--- src/rtl/fast_pkg.sv ---
// Shared types and constants for the FAST corner scan controller.
package fast_pkg;
  localparam int CIRCLE_N = 16;
  localparam int SAMPLE_N = CIRCLE_N + 1;

  typedef enum logic [2:0] {
    S_IDLE, S_FETCH, S_EVAL, S_WRITE, S_ADVANCE, S_FINISH
  } state_t;

  // {dx, dy} as 4-bit two's complement; entry k is circle position k+1
  localparam logic [7:0] CIRCLE_OFS [CIRCLE_N] = '{
    8'h0D, 8'h1D, 8'h2E, 8'h3F, 8'h30, 8'h31, 8'h22, 8'h13,
    8'h03, 8'hF3, 8'hE2, 8'hD1, 8'hD0, 8'hDF, 8'hEE, 8'hFD
  };
endpackage

--- src/rtl/fast_segment_test.sv ---
// Combinational FAST segment test: bright/dark masks against a saturated
// threshold band and circular contiguous-arc detection.
module fast_segment_test
  import fast_pkg::*;
#(
  parameter int PIX_W = 8,
  parameter int ARC_N = 9
) (
  input  logic [PIX_W-1:0]          i_centre,
  input  logic [CIRCLE_N*PIX_W-1:0] i_circle,
  input  logic [PIX_W-1:0]          i_thr,
  output logic                      o_corner
);
  logic [PIX_W:0]      w_hi_raw, w_lo_raw;
  logic [PIX_W-1:0]    w_hi, w_lo;
  logic [CIRCLE_N-1:0] w_bright, w_dark;

  assign w_hi_raw = {1'b0, i_centre} + {1'b0, i_thr};
  assign w_lo_raw = {1'b0, i_centre} - {1'b0, i_thr};
  assign w_hi     = w_hi_raw[PIX_W] ? '1 : w_hi_raw[PIX_W-1:0];
  assign w_lo     = w_lo_raw[PIX_W] ? '0 : w_lo_raw[PIX_W-1:0];

  always_comb begin
    w_bright = '0;
    w_dark   = '0;
    for (int i = 0; i < CIRCLE_N; i++) begin
      w_bright[i] = i_circle[i*PIX_W +: PIX_W] > w_hi;
      w_dark[i]   = i_circle[i*PIX_W +: PIX_W] < w_lo;
    end
  end

  // Doubling the mask turns the circular window into a linear one.
  function automatic logic has_arc(input logic [CIRCLE_N-1:0] m);
    logic [2*CIRCLE_N-1:0] d;
    logic                  hit;
    d   = {m, m};
    hit = 1'b0;
    for (int s = 0; s < CIRCLE_N; s++) begin
      if (&d[s +: ARC_N]) hit = 1'b1;
    end
    return hit;
  endfunction

  assign o_corner = has_arc(w_bright) | has_arc(w_dark);
endmodule

--- src/rtl/fast_scan_ctrl.sv ---
// Full-frame FAST corner scan: fetches centre plus 16-pixel circle from SRAM2,
// runs the segment test, writes a corner flag per interior centre to SRAM4.
//
// state    | meaning
// IDLE     | waiting for start
// FETCH    | 17 reads on consecutive cycles plus one drain cycle
// EVAL     | segment test on captured samples
// WRITE    | corner flag written at centre address
// ADVANCE  | raster step to next centre or end of frame
// FINISH   | frame complete, done pulse follows
module fast_scan_ctrl
  import fast_pkg::*;
#(
  parameter int ADDR_W = 9,
  parameter int PIX_W  = 8,
  parameter int ARC_N  = 9,
  parameter int BORDER = 3
) (
  input  logic              clk,
  input  logic              n_rst,
  input  logic              start,
  input  logic [ADDR_W-1:0] max_x,
  input  logic [ADDR_W-1:0] max_y,
  input  logic [PIX_W-1:0]  threshold,
  input  logic [PIX_W-1:0]  SRAM_in,
  output logic              read_SRAM2,
  output logic [ADDR_W-1:0] x_addr,
  output logic [ADDR_W-1:0] y_addr,
  output logic              write_SRAM4,
  output logic [ADDR_W-1:0] x_addr4,
  output logic [ADDR_W-1:0] y_addr4,
  output logic [PIX_W-1:0]  wdata4,
  output logic              busy,
  output logic              done
);
  localparam logic [4:0]        READ_LAST  = 5'(SAMPLE_N - 1);
  localparam logic [4:0]        FETCH_LAST = 5'(SAMPLE_N);
  localparam logic [ADDR_W-1:0] W_BORDER   = ADDR_W'(BORDER);
  localparam logic [ADDR_W-1:0] W_MIN_SPAN = ADDR_W'(2*BORDER);

  state_t                    r_state, w_next;
  logic [ADDR_W-1:0]         r_cx, r_cy, r_max_x, r_max_y;
  logic [ADDR_W-1:0]         r_hx, r_hy, r_wx, r_wy;
  logic [PIX_W-1:0]          r_thr, r_wd;
  logic [4:0]                r_fidx, r_idx_d;
  logic                      r_rd_d, r_corner, r_busy, r_done;
  logic [PIX_W-1:0]          r_samp [SAMPLE_N];
  logic                      w_rd, w_wr, w_corner, w_last_x, w_last_y;
  logic [7:0]                w_ofs;
  logic [ADDR_W-1:0]         w_rx, w_ry;
  logic [CIRCLE_N*PIX_W-1:0] w_circle;

  assign w_rd     = (r_state == S_FETCH) && (r_fidx <= READ_LAST);
  assign w_wr     = (r_state == S_WRITE);
  assign w_ofs    = (r_fidx == 5'd0) ? 8'h00 : CIRCLE_OFS[4'(r_fidx - 5'd1)];
  assign w_rx     = r_cx + {{(ADDR_W-4){w_ofs[7]}}, w_ofs[7:4]};
  assign w_ry     = r_cy + {{(ADDR_W-4){w_ofs[3]}}, w_ofs[3:0]};
  assign w_last_x = (r_cx == r_max_x - W_BORDER);
  assign w_last_y = (r_cy == r_max_y - W_BORDER);

  // Addresses show the live value while strobed and the held value otherwise.
  assign read_SRAM2  = w_rd;
  assign x_addr      = w_rd ? w_rx : r_hx;
  assign y_addr      = w_rd ? w_ry : r_hy;
  assign write_SRAM4 = w_wr;
  assign x_addr4     = w_wr ? r_cx : r_wx;
  assign y_addr4     = w_wr ? r_cy : r_wy;
  assign wdata4      = w_wr ? {PIX_W{r_corner}} : r_wd;
  assign busy        = r_busy;
  assign done        = r_done;

  always_comb begin
    w_circle = '0;
    for (int i = 0; i < CIRCLE_N; i++) w_circle[i*PIX_W +: PIX_W] = r_samp[i+1];
  end

  fast_segment_test #(.PIX_W(PIX_W), .ARC_N(ARC_N)) u_seg (
    .i_centre (r_samp[0]),
    .i_circle (w_circle),
    .i_thr    (r_thr),
    .o_corner (w_corner)
  );

  always_comb begin
    w_next = r_state;
    case (r_state)
      S_IDLE:    if (start) w_next = (max_x < W_MIN_SPAN || max_y < W_MIN_SPAN) ? S_FINISH : S_FETCH;
      S_FETCH:   if (r_fidx == FETCH_LAST) w_next = S_EVAL;
      S_EVAL:    w_next = S_WRITE;
      S_WRITE:   w_next = S_ADVANCE;
      S_ADVANCE: w_next = (w_last_x && w_last_y) ? S_FINISH : S_FETCH;
      S_FINISH:  w_next = S_IDLE;
      default:   w_next = S_IDLE;
    endcase
  end

  always_ff @(posedge clk or negedge n_rst) begin
    if (!n_rst) r_state <= S_IDLE;
    else        r_state <= w_next;
  end

  always_ff @(posedge clk or negedge n_rst) begin
    if (!n_rst) begin
      r_cx     <= '0;
      r_cy     <= '0;
      r_max_x  <= '0;
      r_max_y  <= '0;
      r_thr    <= '0;
      r_hx     <= '0;
      r_hy     <= '0;
      r_wx     <= '0;
      r_wy     <= '0;
      r_wd     <= '0;
      r_fidx   <= '0;
      r_idx_d  <= '0;
      r_rd_d   <= 1'b0;
      r_corner <= 1'b0;
      r_busy   <= 1'b0;
      r_done   <= 1'b0;
      for (int i = 0; i < SAMPLE_N; i++) r_samp[i] <= '0;
    end else begin
      // SRAM data lands one cycle after the strobe.
      r_rd_d  <= w_rd;
      r_idx_d <= r_fidx;
      if (r_rd_d) r_samp[r_idx_d] <= SRAM_in;
      if (w_rd) begin
        r_hx <= w_rx;
        r_hy <= w_ry;
      end
      if (w_wr) begin
        r_wx <= r_cx;
        r_wy <= r_cy;
        r_wd <= {PIX_W{r_corner}};
      end
      r_fidx <= (r_state == S_FETCH && r_fidx != FETCH_LAST) ? r_fidx + 5'd1 : 5'd0;
      r_done <= (r_state == S_FINISH);
      case (r_state)
        S_IDLE: if (start) begin
          r_max_x <= max_x;
          r_max_y <= max_y;
          r_thr   <= threshold;
          r_cx    <= W_BORDER;
          r_cy    <= W_BORDER;
          r_busy  <= 1'b1;
        end
        S_EVAL: r_corner <= w_corner;
        S_ADVANCE: begin
          if (w_last_x) begin
            r_cx <= W_BORDER;
            if (!w_last_y) r_cy <= r_cy + ADDR_W'(1);
          end else begin
            r_cx <= r_cx + ADDR_W'(1);
          end
        end
        S_FINISH: r_busy <= 1'b0;
        default: ;
      endcase
    end
  end
endmodule

--- config.mk ---
export PLATFORM = sky130hd
export DESIGN_NAME = fast_scan_ctrl
export DESIGN_NICKNAME = d
export VERILOG_FILES = /design/src/rtl/fast_pkg.sv /design/src/rtl/fast_segment_test.sv /design/src/rtl/fast_scan_ctrl.sv
export SDC_FILE = /design/constraint.sdc
export NUM_CORES = 1
export LEC_CHECK = 0
export ABC_AREA = 1
export CAP_MARGIN = 10
export CORE_MARGIN = 5
export CORE_UTILIZATION = 40
export CTS_BUF_LIST = sky130_fd_sc_hd__clkbuf_16
export DETAILED_ROUTE_END_ITERATION = 6
export GPL_TIMING_DRIVEN = 1
export MAX_ROUTING_LAYER = met4
export SETUP_SLACK_MARGIN = 0.3
export SYNTH_ARGS = -nofsm -noshare
export SYNTH_HDL_FRONTEND = slang
export SYNTH_SLANG_ARGS = --single-unit
--- constraint.sdc ---
create_clock -name clk -period 9.4 [get_ports clk]
set_input_delay 0.94 -clock clk [delete_from_list [all_inputs] [get_ports clk]]
set_output_delay 0.94 -clock clk [all_outputs]
set_load 0.05 [all_outputs]
==> results of run 1 <==
-- cell usage in the layout (no fill, tap or decap), types with 5 or more instances in the layout --
cell               n
inv_2              7
a211oi_1          21
o21ai_0          204
o22ai_1            6
clkbuf_16         29
nor4_1             5
ha_1             264
dfrtp_1          241
o31ai_1            5
a21oi_2           11
o21bai_1          23
xor2_1            36
nor2_1           157
nor3_1            27
clkinv_1           7
nand3_1           70
inv_1            258
a21oi_1          100
or2_2             14
xnor2_1           16
nand4_1           54
nand2_2           10
buf_4             17
nand2_1          578
nand3_2            5
clkdlybuf4s50_1   83
-- critical path, delay by kind of cell (launching register included) --
family          cells  cell delay, ns
simple gates        9            1.41
buf+inv             6            1.38
compound gates      5            0.92
fa+ha+maj           2            0.68
flops               1            0.46
xor+xnor            1            0.12
-- cell type report --
type                       count  area, sq um  area share, %
clock buffer                  29          726           3.66
tap                          585          732           3.69
clock inverter                22          211           1.07
multi-input combinational   1664        10200           51.2
sequential                   241         6030           30.4
inverter                     259          972           4.90
timing repair buffer         102          993           5.01
-- logic make-up after synthesis --
family          Yosys count
flops                   241
xor+xnor                 53
simple gates            944
buf+inv                 305
compound gates          399
fa+ha+maj               268
-- flip-flops by register name, indices dropped and copies added (netlist names) --
| register | cells |
|---|---|
| r_hy | 9 |
| busy | 1 |
| r_thr | 8 |
| r_cy | 9 |
| r_max_y | 9 |
| done | 1 |
| r_wd | 8 |
| r_cx | 9 |
| r_wy | 9 |
| r_state | 3 |
| r_hx | 9 |
| r_samp | 136 |
| r_max_x | 9 |
| r_wx | 9 |
| r_fidx | 5 |
| r_rd_d | 1 |
| r_idx_d | 5 |
| r_corner | 1 |
-- worst min-delay path by stage --
stage / from / to / slack, ns / depth (start not counted)
6_report: n_rst / r_samp[40] / 0.32 / 1
5_1_grt: n_rst / r_samp[40] / 0.36 / 1
4_1_cts: n_rst / r_samp[40] / 0.32 / 1
3_5_place_dp: r_fidx[1] / r_idx_d[1] / 0.42 / 0
3_3_place_gp: r_fidx[1] / r_idx_d[1] / 0.41 / 0
2_1_floorplan: r_fidx[2] / r_idx_d[2] / 0.35 / 0
-- stage by stage --
step | total power, mW | hold slack [ns] | worst slack, ns | cells
2_1_floorplan | 1.34 | 0.352 | 4.09 | 2210
3_3_place_gp | 1.46 | 0.415 | 3.72 | 2851
3_5_place_dp | 1.48 | 0.423 | 3.54 | 2851
4_1_cts | 2.62 | 0.323 | 2.90 | 2902
5_1_grt | 2.72 | 0.361 | 2.31 | 2902
6_report | 2.59 | 0.317 | 2.91 | 2902
-- power by group through the flow --
stage                     clock, mW  combinational (mW)  sequential (mW)
final                          1.13               0.360             1.10
after CTS                      1.16               0.363             1.10
after global routing           1.20               0.415             1.10
after detailed placement          0               0.361             1.12
after global placement            0               0.347             1.11
after floorplan                   0               0.234             1.11
-- layer usage --
metal  vias to the layer above  part of all wire (%)  wire length [um]
met4                         0                   2.6              1320
met3                        86                   4.6              2350
met1                      7126                    45             22800
li1                       7533                     -                 -
met2                       379                    48             24400
met5                         -                     0                 0
==> flow_summary.json, run 1 <==
{
  "slew_headroom_pct": 20.0,
  "grt_use_total_pct": 22.0,
  "path_clk_slew_ns": 0.06,
  "crit_arrival_ns": 5.55,
  "skew_ns": 0.0159,
  "num_vias": 15100,
  "p_sw_mw": 0.721,
  "nFillCells": 4310,
  "cpPeakStageDelay_ns": 0.87,
  "setup_violations": 0,
  "yosysMostFrequentCell": "nand2_1",
  "end_kind": "output pin",
  "synth_area_leaders": "dfrtp_1, ha_1, nand2_1",
  "dp_hpwl_um": 34900,
  "area_growth_pct": 14.3,
  "criticalPathCategory": "reg2out",
  "synthSimpleGateAreaFrac_pct": 23.2,
  "synthAdderAreaFrac_pct": 19.5,
  "path_max_fanout": 7,
  "critical_path.cell_chain": "inv_1 > ha_1 > nand2_1 > inv_1 > nor2_1 > inv_1 > nor2_1 > nor2_1 > nor3_1 > ha_1 > nand2_1 > nor2_1 > a211oi_1 > inv_1 > a21oi_1 > o21ai_0 > inv_1 > nor2_1 > o21ai_0 > nand2_1 > xnor2_1 > o21ai_0 > clkdlybuf4s50_1",
  "groute.layer.met3.usage_pct": 2.63,
  "ios": 85,
  "worstSetupStartpoint": "r_fidx[0]",
  "final.period_utilization_pct": 69.0,
  "busiest_layer": "met2",
  "die_w_um": 218,
  "syn_inst": 2210,
  "post-route-util_pct": 46.1,
  "r2r_start": "r_thr[1]",
  "powerDensity_mw_per_mm2": 131,
  "coreArea_sq_mm": 0.0430,
  "yosysTopAreaCellShare_pct": 34.8,
  "dieArea_sq_mm": 0.0476,
  "cp_slowest_cell": "clkdlybuf4s50_1",
  "die_h_um": 218,
  "grtUsageMet2_pct": 38.2,
  "io_buffers": 84,
  "firstDrtPassIters": 5,
  "timing.final.crit_period_ns": 6.49,
  "p_leak_nw": 10.2,
  "reg2reg_depth": 30,
  "gp_congestion": 0.925,
  "avgRoutedWirePerCell_um": 17.5,
  "p_comb_share_pct": 13.9,
  "synth_area_leader_cell": "dfrtp_1",
  "wirelength_um": 50900,
  "diodes": 0,
  "drc": 0,
  "clk_latency_ns": 0.58,
  "grt_pass1_wl_um": 80800,
  "start_util_pct": 40.3,
  "drive_above_1_share_pct": 5.27,
  "ctsHoldBuffers": 0,
  "finalHoldViolCount": 0,
  "cts_htree_levels": 1,
  "grt_use_met1_pct": 27.7,
  "clock_sinks": 241,
  "cts_root_buffer": "clkbuf_16",
  "internal_power_mw": 1.87,
  "ys_seq_area_share_pct": 34.8,
  "rsz0062_at_grt": "false",
  "status": "complete, no violations",
  "yosys_warnings": 0,
  "min-delay-path-class": "in2async",
  "cts_resized": 0,
  "synth_flop_cell": "dfrtp_1",
  "ant_nets": 0,
  "async_flop_share_pct": 100,
  "seq_power_share_pct": 42.4,
  "worst_ep_required_time_ns": 8.46,
  "grt_antenna_before_repair": 0,
  "synth_xor_xnor_area_share_pct": 2.72,
  "fin_area_sq_mm": 0.0198,
  "vias_per_cell": 5.21,
  "dpl_cell_area_sq_mm": 0.0189,
  "synth_mux_area_share_pct": 0,
  "ys_ff_latch": 241,
  "syn_avg_cell_area_sq_um": 7.85,
  "fin_setup_tns_ns": 0,
  "synth_edf_count": 0,
  "start_kind": "flip-flop",
  "synthTopCellsByCount": "nand2_1, ha_1, inv_1, dfrtp_1, o21ai_0",
  "final_max_slew_viol_count": 0,
  "syn-num-nets": 2515,
  "grt_max_degree": 173,
  "placement_rows": 76,
  "drt_iter0_drc": 924,
  "synth_top_family_by_area": "simple AND/OR/NAND/NOR gates",
  "postCtsSetupBuffers": 0,
  "overflow": 0,
  "first_global_vias": 15000,
  "endpoint": "y_addr[7]",
  "ys_types": 56,
  "syn-cell-area_sq_mm": 0.0173,
  "cts_tree": "done",
  "p_sw_share_pct": 27.9,
  "worst_pin_slew_ns": 1.20,
  "cts_buffer_depth": 3,
  "maxCapViolCount": 0,
  "r2r_slack_ns": 4.27,
  "maxClockFrequency_mhz": 154,
  "pwr-share-clk_pct": 43.7,
  "reg2reg_to": "r_corner",
  "vdd_drop_max_mv": 0.138,
  "cts-buffers-inserted": 29,
  "final_nets": 2602,
  "synth_compound_area_share_pct": 13.0
}
Power figures use the tool's default switching activity.
==> run 2: changes to the inputs <==
- clock period: 9.4 -> 6.18 ns (I/O delays scaled with it)
==> run 2 against run 1 <==
Effect of this change:
- via count up 0.25%
- hold slack got worse by 0.18 ns
- cell area is 0.28% higher
- critical endpoint is now y_addr[5]
- clock power grew 53%
- global-route usage about the same
- core utilization grew 0.13 points
- non-clock buffer count grew 5
- sequential cell count unchanged
- highest routed layer unchanged
- sequential power increased by 52%
- worst setup slack lost 2.1 ns
==> flow_summary.json, run 2 (synthesis gave the netlist of run 1 again) <==
{
  "final.period_utilization_pct": 87.6,
  "clock_sinks": 241,
  "multiInputGateArea_sq_mm": 0.0102,
  "slew_headroom_pct": 22.1,
  "num_vias": 15200,
  "worst_ep_required_time_ns": 5.56,
  "skew_ns": 0.0104,
  "path_clk_slew_ns": 0.06,
  "layout_commonest_cell": "nand2_1",
  "rsz0062_at_grt": "false",
  "area_growth_pct": 14.6,
  "cts-buffers-inserted": 28,
  "worstSetupPathDepth": 21,
  "clk_latency_ns": 0.57,
  "fin_setup_tns_ns": 0,
  "cts_htree_levels": 1,
  "status": "complete, no violations",
  "final_max_slew_viol_count": 0,
  "critPathBufInv": 7,
  "finalHoldViolCount": 0,
  "placedCellCount": 2855,
  "cts_buffer_depth": 3,
  "path_max_fanout": 7,
  "drc": 0,
  "grt_max_degree": 134,
  "vias_per_cell": 5.21,
  "crit_arrival_ns": 4.80,
  "cts_tree": "done",
  "io_buffers": 84,
  "firstDrtPassIters": 5,
  "dp_hpwl_um": 35400,
  "start_kind": "flip-flop",
  "power_mw": 3.95,
  "cp_slowest_cell": "clkdlybuf4s50_1",
  "coreArea_sq_mm": 0.0430,
  "critical_path.cell_chain": "inv_1 > ha_1 > nand2_1 > inv_1 > nor2_1 > inv_1 > nor2_1 > nor2_1 > nor3_1 > buf_4 > ha_1 > nand2_1 > nor2_1 > a211oi_1 > inv_1 > a21oi_1 > o21ai_0 > inv_1 > nor2_1 > o31ai_1 > clkdlybuf4s50_1",
  "maxCapViolCount": 0,
  "fin_hold_ws_ns": 0.137,
  "p_leak_nw": 10.2,
  "vdd_drop_max_mv": 0.180,
  "avgRoutedWirePerCell_um": 17.6,
  "dieArea_sq_mm": 0.0476,
  "criticalPathCategory": "reg2out",
  "grt_use_total_pct": 22.0,
  "drive_above_1_share_pct": 5.43,
  "gp_congestion": 0.919,
  "postCtsSetupBuffers": 0,
  "die_w_um": 218,
  "final_cell_mix": "nand2_1, ha_1, inv_1, dfrtp_1, o21ai_0",
  "final-instance-count-excl-fill": 2908,
  "final_nets": 2606,
  "start_util_pct": 40.3,
  "powerDensity_mw_per_mm2": 199,
  "worst_pin_slew_ns": 1.17,
  "cts_root_buffer": "clkbuf_16",
  "drt_iter0_drc": 983,
  "ios": 85,
  "cp_top_family": "buffers and inverters",
  "overflow": 0,
  "largest_reg_flops": 136,
  "wirelength_um": 51100,
  "ctsHoldBuffers": 0,
  "timing.final.crit_period_ns": 5.41,
  "grt_pass1_wl_um": 81100,
  "setup_violations": 0,
  "seqCellArea_sq_mm": 0.00603,
  "grt_antenna_before_repair": 1,
  "end_kind": "output pin",
  "cpPeakStageDelay_ns": 0.90,
  "first_global_vias": 15100,
  "top_register": "r_samp",
  "min-delay-path-class": "in2async",
  "setup_ws_ns": 0.766,
  "die_h_um": 218,
  "reg2reg_depth": 25,
  "cts_resized": 0,
  "placement_rows": 76,
  "nFillCells": 4266,
  "ant_nets": 0,
  "place_ws_ns": 1.14,
  "maxClockFrequency_mhz": 185
}
==> run 2: final timing paths <==
kind | startpoint | to | slack, ns
worst max-delay path | r_fidx[0] | y_addr[5] | 0.77
max in group asynchronous | n_rst | r_hy[7] | 4.78
worst max register to register | r_thr[0] | r_corner | 1.24
min in group clk | r_fidx[1] | r_idx_d[1] | 0.43
worst min register to register | r_fidx[1] | r_idx_d[1] | 0.43
worst min-delay path | n_rst | r_samp[41] | 0.14
==> run 2: metal layers <==
| layer | track usage (%) | share of wire, % | up-vias |
|---|---|---|---|
| li1 | - | - | 7543 |
| met1 | 28.1 | 45 | 7095 |
| met2 | 36.5 | 47 | 401 |
| met3 | 2.63 | 4.4 | 123 |
| met4 | 7.58 | 4.1 | 0 |
| met5 | - | 0 | - |
==> run 2: metrics by stage <==
step	utilization, %	cell area, sq um
after floorplan	-	17300
after global placement	44.0	18900
after detailed placement	44.0	18900
after CTS	46.2	19800
after global routing	46.2	19900
final	46.2	19900
==> run 2: area by class of cell <==
| type | count | share of cell area, % |
|---|---|---|
| Clock buffer | 28 | 3.53 |
| Multi-Input combinational cell | 1664 | 51.1 |
| Timing Repair Buffer | 107 | 5.28 |
| Inverter | 259 | 4.89 |
| Antenna cell | 1 | 0.0126 |
| Tap cell | 585 | 3.68 |
| Sequential cell | 241 | 30.3 |
| Clock inverter | 23 | 1.18 |
==> run 2: report_power, final <==
part / switching [mW] / internal, mW / leakage, nW / total [mW]
clock network: 0.700 / 1.03 / 0.479 / 1.73
registers: 0.0459 / 1.62 / 2.87 / 1.67
logic: 0.350 / 0.202 / 6.88 / 0.551
total: 1.10 / 2.85 / 10.2 / 3.95
==> patch: new RTL, config.mk and constraints of run 2 <==
Change the parameter `ADDR_W` from 9 to 10.
--- a/src/rtl/fast_scan_ctrl.sv
+++ b/src/rtl/fast_scan_ctrl.sv
@@ -11,7 +11,7 @@
 module fast_scan_ctrl
   import fast_pkg::*;
 #(
-  parameter int ADDR_W = 9,
+  parameter int ADDR_W = 10,
   parameter int PIX_W  = 8,
   parameter int ARC_N  = 9,
   parameter int BORDER = 3
Ports: changed (6 resized); port bits go from 85 to 91. No check against the original RTL was run, so the function may have changed too.
==> patch against run 2 <==
Cell count rose by 1.7%; die area increased by 1.3%; via count is 1.3% higher; synthesized area rose by 1.3%; wire length rose by 0.14%; total power is 1.3% lower; sequential share of layout area grew 0.61 points; combinational power is 3% lower; worst setup slack got worse by 34 ps; final area rose by 1.3%; sequential cell count up 8.
==> patch: results (changes against run 2) <==
result of the run=finished clean (unchanged); design internal power=2.789 mW (was 2.851 mW); final net count=2658 (was 2606); latest clock arrival within the worst-skew pair=approximately 580 ps; routed length on met1=23120 µm (was 22720 µm); TritonRoute pass-1 iters=5 (unchanged); largest net degree at the start of global routing=159 (was 134); detailed-routed wire length on met3=2155 µm (was 2266 µm); half-perimeter wire length after detailed placement=36180 µm (was 35360 µm); Post-synth top flop=dfrtp_1 (unchanged); Warnings, synthesis=0 (unchanged); PortBufs=90 (was 84); vias=15360 (was 15160); total inserted antenna cells=0 (was 1); total nets after synthesis=2556 (was 2515); register area share after synthesis=0.3547 (was 0.3478); routability congestion estimate=0.9722 (was 0.9187); Power Clock=1.63 mW (was 1.73 mW); antenna violations before repair=0 (was 1); DR WL met2=24290 µm (was 23980 µm); overall fraction of global-route tracks in use=0.2187 (was 0.2201); average instance area after synthesis=7.818 µm² (was 7.846 µm²); synth cell count leaders=nand2_1, ha_1, dfrtp_1 (was nand2_1, ha_1, inv_1); Final Skew=9.079 ps (was 10.36 ps); number of flops mapped to enable cells by yosys=0 (unchanged); share of final-layout standard cells stronger than drive strength 1=0.04597 (was 0.05426); post-synthesis async set-or-reset flop share=1.000 (unchanged); buffer cell driving the clock tree root=clkbuf_16 (unchanged); clock slew at reported path FFs=60 ps (about the same); Sum Neg Setup Slack=0 ps (unchanged); placed cells=2902 (was 2855); depth of the CTS H-tree=1 (unchanged); register bank with the most flops=r_samp (unchanged); fillcell total=4219 (was 4266); Hold Path Class=in -> async (unchanged); Synth area leaders=dfrtp_1, ha_1, nand2_1 (unchanged); sequential share of power=0.442 (was 0.423); number of DRC violations after detailed-routing iteration 0=1055 (was 983); max-cap violation count=0 (unchanged); Leak=10.49 nW (was 10.24 nW); routed vias/inst=5.195 (was 5.214); global-route wire length before repair=81850 µm (was 81050 µm); CTS buffer count=30 (was 28); crit path DAT=4830 ps (was 4800 ps); number of buffers between clock root and the deepest sink=3 (unchanged); final WL=51130 µm (was 51060 µm); distinct cell type count of the synthesized netlist=47 (was 56); proportion of power drawn by the clock network=0.420 (was 0.437); area post-placement=19230 µm² (was 18910 µm²); tightest slew margin relative to the limit=0.2920 (was 0.2210); flip-flop count of the largest register, all copies and words added=136 (unchanged); Highest Signal Layer=met4 (unchanged); PostCTS Resize Cnt=0 (unchanged); post-placement setup slack=1157 ps (was 1141 ps); post-CTS setup-driven buffer insertion count=0 (unchanged); top fanout value on the critical path=8 (was 7); worst voltage drop across the vdd grid=0.0001982 V (was 0.0001800 V)
patch: worst max-delay path, cell delays in order, from the launching register on:
cell             delay, ps
dfrtp_1                460
inv_1                  140
ha_1                   250
nand2_1                 70
inv_1                   50
nor2_1                 270
inv_1                  160
nor2_1                 200
nor3_1                  80
buf_4                  180
ha_1                   310
inv_1                   60
nor2_1                 130
nor2_1                  80
o21ai_0                260
a21oi_1                110
o21bai_1               220
xnor2_1                100
o21ai_0                230
clkdlybuf4s50_1        860
patch: cell type report:
class | count | area (µm²) | area share
Clock inverter | 24 | 141.4 | 0.007024
Tap cell | 585 | 732.0 | 0.03636
Timing Repair Buffer | 118 | 1139 | 0.05656
Inverter | 247 | 927.1 | 0.04606
Multi-Input combinational cell | 1703 | 10210 | 0.5071
Clock buffer | 30 | 750.7 | 0.03729
Sequential cell | 249 | 6231 | 0.3095
patch: kinds of logic (layout without fill, tap and decap cells):
family / count (synthesis) / after routing / share of synthesized area
buf+inv: 295 / 419 / 0.06495
fa+ha+maj: 270 / 270 / 0.1940
flops: 249 / 249 / 0.3547
xor+xnor: 58 / 58 / 0.02998
compound gates: 399 / 399 / 0.1258
simple gates: 976 / 976 / 0.2305
patch: metal layers:
metal	vias up	global-route usage
met3	110	0.02542
met2	350	0.3694
met4	0	0.05950
li1	7657	-
met1	7240	0.2807
met5	-	-
patch: path summary, 6_finish.rpt:
check,depth (start not counted),start,endpoint,slack [ps]
max in group asynchronous,2,n_rst,r_wd[7],4690
min reg2reg,0,r_fidx[1],r_idx_d[1],440
max,19,r_fidx[0],y_addr[7],730
min in group clk,0,r_fidx[1],r_idx_d[1],440
max reg2reg,32,r_thr[2],r_corner,1490
min,1,n_rst,r_samp[115],70
